[src/rtl/wb_single_initiator_switch_pkg.sv]
// Shared types and constants for the single-initiator Wishbone switch.
package wb_single_initiator_switch_pkg;

  localparam int unsigned NUM_TARGETS = 4;
  localparam int unsigned IDX_W       = $clog2(NUM_TARGETS);
  localparam int unsigned DATA_W      = 32;
  localparam int unsigned CNT_W       = 8;

  typedef enum logic [1:0] {
    ST_IDLE   = 2'd0,
    ST_ACCESS = 2'd1,
    ST_ERR    = 2'd2
  } state_e;

  typedef enum logic [1:0] {
    ERR_NONE     = 2'd0,
    ERR_UNMAPPED = 2'd1,
    ERR_TARGET   = 2'd2,
    ERR_TIMEOUT  = 2'd3
  } err_cause_e;

endpackage

[src/rtl/wb_switch_addr_decoder.sv]
// Address-prefix decoder: picks the lowest-numbered target whose prefix matches.
module wb_switch_addr_decoder
  import wb_single_initiator_switch_pkg::*;
#(
  parameter int unsigned           ADDR_DEC_W = 8,
  parameter logic [ADDR_DEC_W-1:0] T0_ADDR    = ADDR_DEC_W'(8'h00),
  parameter logic [ADDR_DEC_W-1:0] T1_ADDR    = ADDR_DEC_W'(8'h04),
  parameter logic [ADDR_DEC_W-1:0] T2_ADDR    = ADDR_DEC_W'(8'h90),
  parameter logic [ADDR_DEC_W-1:0] T3_ADDR    = ADDR_DEC_W'(8'h9e)
) (
  input  logic [ADDR_DEC_W-1:0] prefix_i,
  output logic                  hit_o,
  output logic [IDX_W-1:0]      index_o
);

  logic [ADDR_DEC_W-1:0] tgt_addr [NUM_TARGETS];

  assign tgt_addr[0] = T0_ADDR;
  assign tgt_addr[1] = T1_ADDR;
  assign tgt_addr[2] = T2_ADDR;
  assign tgt_addr[3] = T3_ADDR;

  // Scan high to low so the lowest matching index is the one left standing.
  always_comb begin
    hit_o   = 1'b0;
    index_o = '0;
    for (int k = int'(NUM_TARGETS) - 1; k >= 0; k--) begin
      if (prefix_i == tgt_addr[k]) begin
        hit_o   = 1'b1;
        index_o = IDX_W'(k);
      end
    end
  end

endmodule

[src/rtl/wb_single_initiator_switch.sv]
// One Wishbone initiator to four targets: prefix decode, per-target strobe,
// response mux, unmapped/target/timeout error termination.
module wb_single_initiator_switch
  import wb_single_initiator_switch_pkg::*;
#(
  parameter int unsigned           ADDR_DEC_W     = 8,
  parameter logic [ADDR_DEC_W-1:0] T0_ADDR        = ADDR_DEC_W'(8'h00),
  parameter logic [ADDR_DEC_W-1:0] T1_ADDR        = ADDR_DEC_W'(8'h04),
  parameter logic [ADDR_DEC_W-1:0] T2_ADDR        = ADDR_DEC_W'(8'h90),
  parameter logic [ADDR_DEC_W-1:0] T3_ADDR        = ADDR_DEC_W'(8'h9e),
  parameter int unsigned           TIMEOUT_CYCLES = 255
) (
  input  logic                          wb_clk_i,
  input  logic                          wb_rst_i,
  input  logic                          i_wb_cyc_i,
  input  logic                          i_wb_stb_i,
  input  logic                          i_wb_we_i,
  input  logic [31:0]                   i_wb_adr_i,
  input  logic [3:0]                    i_wb_sel_i,
  input  logic [DATA_W-1:0]             i_wb_dat_i,
  output logic [DATA_W-1:0]             i_wb_dat_o,
  output logic                          i_wb_ack_o,
  output logic                          i_wb_err_o,
  output logic [NUM_TARGETS-1:0]        t_wb_cyc_o,
  output logic [NUM_TARGETS-1:0]        t_wb_stb_o,
  output logic [31:0]                   t_wb_adr_o,
  output logic [3:0]                    t_wb_sel_o,
  output logic                          t_wb_we_o,
  output logic [DATA_W-1:0]             t_wb_dat_o,
  input  logic [NUM_TARGETS*DATA_W-1:0] t_wb_dat_i,
  input  logic [NUM_TARGETS-1:0]        t_wb_ack_i,
  input  logic [NUM_TARGETS-1:0]        t_wb_err_i,
  output logic [1:0]                    err_cause_o
);

  localparam logic [CNT_W-1:0] TMO_LAST = CNT_W'(TIMEOUT_CYCLES - 1);

  state_e           state_q, state_d;
  logic [IDX_W-1:0] sel_q, sel_d;
  logic [CNT_W-1:0] cnt_q, cnt_d;
  err_cause_e       err_cause_q, err_cause_d;

  logic              dec_hit;
  logic [IDX_W-1:0]  dec_idx;
  logic              sel_ack;
  logic              sel_err;
  logic [DATA_W-1:0] sel_dat;

  wb_switch_addr_decoder #(
    .ADDR_DEC_W (ADDR_DEC_W),
    .T0_ADDR    (T0_ADDR),
    .T1_ADDR    (T1_ADDR),
    .T2_ADDR    (T2_ADDR),
    .T3_ADDR    (T3_ADDR)
  ) u_dec (
    .prefix_i (i_wb_adr_i[31 -: ADDR_DEC_W]),
    .hit_o    (dec_hit),
    .index_o  (dec_idx)
  );

  assign sel_ack = t_wb_ack_i[sel_q];
  assign sel_err = t_wb_err_i[sel_q];
  assign sel_dat = t_wb_dat_i[{sel_q, 5'b0} +: DATA_W];

  assign t_wb_adr_o = i_wb_adr_i;
  assign t_wb_sel_o = i_wb_sel_i;
  assign t_wb_we_o  = i_wb_we_i;
  assign t_wb_dat_o = i_wb_dat_i;

  assign t_wb_cyc_o  = (state_q == ST_ACCESS) ? (NUM_TARGETS'(1) << sel_q) : '0;
  assign t_wb_stb_o  = t_wb_cyc_o;
  assign err_cause_o = err_cause_q;

  always_ff @(posedge wb_clk_i) begin
    if (wb_rst_i) begin
      state_q     <= ST_IDLE;
      sel_q       <= '0;
      cnt_q       <= '0;
      err_cause_q <= ERR_NONE;
    end else begin
      state_q     <= state_d;
      sel_q       <= sel_d;
      cnt_q       <= cnt_d;
      err_cause_q <= err_cause_d;
    end
  end

  // Next state and initiator-side termination; a dropped cyc suppresses both.
  always_comb begin
    state_d     = state_q;
    sel_d       = sel_q;
    cnt_d       = cnt_q;
    err_cause_d = err_cause_q;
    i_wb_ack_o  = 1'b0;
    i_wb_err_o  = 1'b0;
    i_wb_dat_o  = '0;
    unique case (state_q)
      ST_IDLE: begin
        if (i_wb_cyc_i && i_wb_stb_i) begin
          if (dec_hit) begin
            state_d = ST_ACCESS;
            sel_d   = dec_idx;
            cnt_d   = '0;
          end else begin
            state_d     = ST_ERR;
            err_cause_d = ERR_UNMAPPED;
          end
        end
      end
      ST_ACCESS: begin
        i_wb_dat_o = sel_dat;
        if (!i_wb_cyc_i) begin
          state_d = ST_IDLE;
        end else if (sel_err) begin
          i_wb_err_o  = 1'b1;
          err_cause_d = ERR_TARGET;
          state_d     = ST_IDLE;
        end else if (sel_ack) begin
          i_wb_ack_o = 1'b1;
          state_d    = ST_IDLE;
        end else if (cnt_q == TMO_LAST) begin
          state_d     = ST_ERR;
          err_cause_d = ERR_TIMEOUT;
        end else begin
          cnt_d = cnt_q + CNT_W'(1);
        end
      end
      ST_ERR: begin
        i_wb_err_o = i_wb_cyc_i;
        state_d    = ST_IDLE;
      end
      default: state_d = ST_IDLE;
    endcase
  end

endmodule

[config.mk]
export PLATFORM = sky130hd
export DESIGN_NAME = wb_single_initiator_switch
export DESIGN_NICKNAME = d
export VERILOG_FILES = /design/src/rtl/wb_single_initiator_switch_pkg.sv /design/src/rtl/wb_switch_addr_decoder.sv /design/src/rtl/wb_single_initiator_switch.sv
export SDC_FILE = /design/constraint.sdc
export NUM_CORES = 1
export LEC_CHECK = 0
export ABC_CLOCK_PERIOD_IN_PS = 2800
export BUFFER_PORTS_ARGS = -buffer_cell sky130_fd_sc_hd__buf_2
export CAP_MARGIN = 40
export CORE_AREA = 5 5 122 124
export DETAILED_ROUTE_END_ITERATION = 10
export DIE_AREA = 0 0 127 129
export PLACE_DENSITY = 0.54
export SLEW_MARGIN = 40
export SYNTH_ARGS = -nofsm -noshare
export SYNTH_HDL_FRONTEND = slang
export SYNTH_HIERARCHICAL = 1
export SYNTH_SLANG_ARGS = --single-unit
[constraint.sdc]
create_clock -name wb_clk_i -period 2.8 [get_ports wb_clk_i]
set_input_delay 0.56 -clock wb_clk_i [delete_from_list [all_inputs] [get_ports wb_clk_i]]
set_output_delay 0.56 -clock wb_clk_i [all_outputs]
set_load 0.02 [all_outputs]
==> results.md <==
* Layout cell share with drive strength beyond 1 at 62.2%
* Post-CTS Hold Buffers at 0
* Post-CTS setup buffer count at 0
* First-pass GRT wire length at 15700 µm
* Number of synthesis warnings at 6
* P per Cell Area at between 200 and 250 mW/mm²
* Synth Flop Type: dfxtp_1
* Vias in the first global route at around 2800
* Routability Congestion at 0.862
* Crit. End Element: output pin
* Synthesized area at approximately 0.0026 mm²
* Die area at 0.0164 mm²
* Final period util at 90.4%
* Slew Viols, Final at 0
* Critical path buffers and inverters at 2
* Worst-Skew Late Latency at 250 ps
* Critical-path cell with the highest stage delay: dfxtp_2
* Fill count at 1535
* Min Tclk post-route at ~2500 ps
* CTS max path bufs at 2
* CTS tree: built
* Nets at 617
* Worst Skew at about 3.5 ps
* Die width at 127 µm
* Area leader, netlist: mux4_2
* Worst Tran Pin Value at 715 ps
* Worst hold path class: reg -> reg
* Async set-reset flop share out of synthesis at 0%
* Total GRT Usage at roughly 12%
* Synthesized netlist cell count at 283
* Clock root buffer: clkbuf_16
* Sequential area share after synthesis at 10.9%
* CP max stage delay at approximately 600 ps
* Vias per inst at 4.47
* Peak Freq at 395 MHz
* WL per Instance at 18.8 µm
* Crit-path cells: buf_4 > mux4_2 > and2_1 > buf_2
* Worst slack at placement at slightly above 400 ps
* Synthesis-to-layout area growth at 28.8%
* VDD IR max at 0.114 mV
* Synth top area share at 29.8%
* CP arrival at 1970 ps
* Rows at 43
* Most area-consuming cells after synthesis: mux4_2, buf_4, dfxtp_1, and2_1, nor2_1
* Setup Viol. Count Final at 0
* Max cap viols at 0
* Initial antenna violation count at 2
* Total Wirelength at between 10000 and 15000 µm
* Setup WS post-layout at 269 ps
* Clock slew seen by the registers of the worst setup and hold paths at roughly 50 ps
* Most common cell after layout, fill and taps aside: buf_2
* WHS at 456 ps
* H-tree levels at 1
* Top Family by Delay on Critical Path: flip-flops
* Crit start category: flop
* HPWL Detailed at 9590 µm
* EDFF count, synth at 0
* Slew Limit Headroom at a little over half
* Leakage power at 1.58 nW
* Via count at 2611
* Iteration-0 DRC Markers at 73
* Sink Count at 14
* Core region area at 0.0137 mm²
* Largest net degree at the start of global routing at 42
* #FFs+latches synth at 14
* Initial core utilization at 18.8%
* Critical path class: reg -> out
* Buffers added on ports at ~200
* Most frequent cells in the layout: buf_2, mux4_2, and2_1, nor2_1, nand2_1
* DIE HEIGHT at 129 µm
* Distinct cells, synth at 43
* RSZ-0062 raised after global routing: no
* Hold Vio Cnt, Final at 0
* Setup TNS Final at 0 ps
* Io pins at 322
* Post-synth net total at approximately 500
* DRT Pass-1 Iters at 4
* Crit-path max FO at 22
* TritonCTS Buffers at 3
* Status: finished clean
* Remaining global-route overflow at 0
* Resized Gates After CTS at 0
* Syn_area_per_cell at 9.08 µm²
* Number of nets with antenna violations after routing at 0
* DRC at 0
* CP Data Required Time at between 2000 and 2500 ps
[logic make-up (layout without fill, tap and decap cells)]
| family | count (synthesis) | in the layout | synth area share (%) |
|---|---|---|---|
| simple gates | 103 | 103 | 22.3 |
| mux | 39 | 39 | 31.8 |
| compound gates | 27 | 27 | 7.79 |
| buf+inv | 95 | 214 | 24.8 |
| fa+ha+maj | 5 | 5 | 2.44 |
| other cells | 0 | 2 | 0 |
| flops | 14 | 14 | 10.9 |
[layer usage]
metal	part of all wire, %	vias to the layer above	GRT usage [%]
met2	51	147	21.7
met1	37	1232	14.4
met5	0.064	-	0
li1	-	1200	-
met3	10	30	5.19
met4	1.7	2	2.52
[power by group]
| part | total, mW | internal (mW) | switching, mW | leakage [nW] |
|---|---|---|---|---|
| clock | 0.306 | 0.217 | 0.0894 | 0.0442 |
| sequential | 0.206 | 0.204 | 0.00204 | 0.114 |
| combinational | 0.215 | 0.126 | 0.0890 | 1.42 |
[per-stage QoR]
stage          utilization (%)  instance area (µm²)  total power [mW]  std cells
2_1_floorplan                -                 2570             0.429        283
3_3_place_gp              23.5                 3220             0.421        578
3_5_place_dp              23.5                 3220             0.427        578
4_1_cts                   24.2                 3300             0.733        582
5_1_grt                   24.2                 3300             0.763        582
6_report                  24.2                 3310             0.727        584
[synthesized netlist by cell type (all sizes together), types with 2 or more instances]
master  number
a31oi        2
nor2b        2
dfxtp       14
a21o         2
ha           5
or3          2
clkbuf      10
buf         79
and2        34
nand4        8
a21oi        4
nor2        17
a32o         2
nand2       13
inv          6
o21ai        4
a211oi       4
nand3        9
mux2i        5
nand3b       3
nor3         2
and3         5
mux4        34
or2          3
[worst register-to-register path: stages, from the launching register on]
cell and delay [ps]:
dfxtp_2 610, mux4_2 480, a211oi_2 650, a32o_1 290, a211oi_1 70
[registers in the layout (all words and copies together), names as in the netlist]
signal,cells
cnt_q,8
err_cause_o,2
sel_q,2
state_q,2
[final cells by class]
cell class / count / area [µm²] / share of cell area, %
flip-flops and latches: 14 / 283 / 8.54
clock buffers: 4 / 88.8 / 2.68
diodes: 2 / 5.00 / 0.151
inverters: 6 / 22.5 / 0.681
multi-input cells: 174 / 1650 / 49.9
repair buffers: 204 / 1030 / 31.2
well taps: 180 / 225 / 6.81
[worst paths after layout]
path                        from              to  slack, ps  cells past startpoint
hold / removal    err_cause_o[1]  err_cause_o[1]        460                      2
hold reg to reg   err_cause_o[1]  err_cause_o[1]        460                      2
setup / recovery        sel_q[1]  i_wb_dat_o[11]        270                      4
setup reg to reg        sel_q[1]      state_q[1]        570                      4
(Power assumes the default switching activity.)
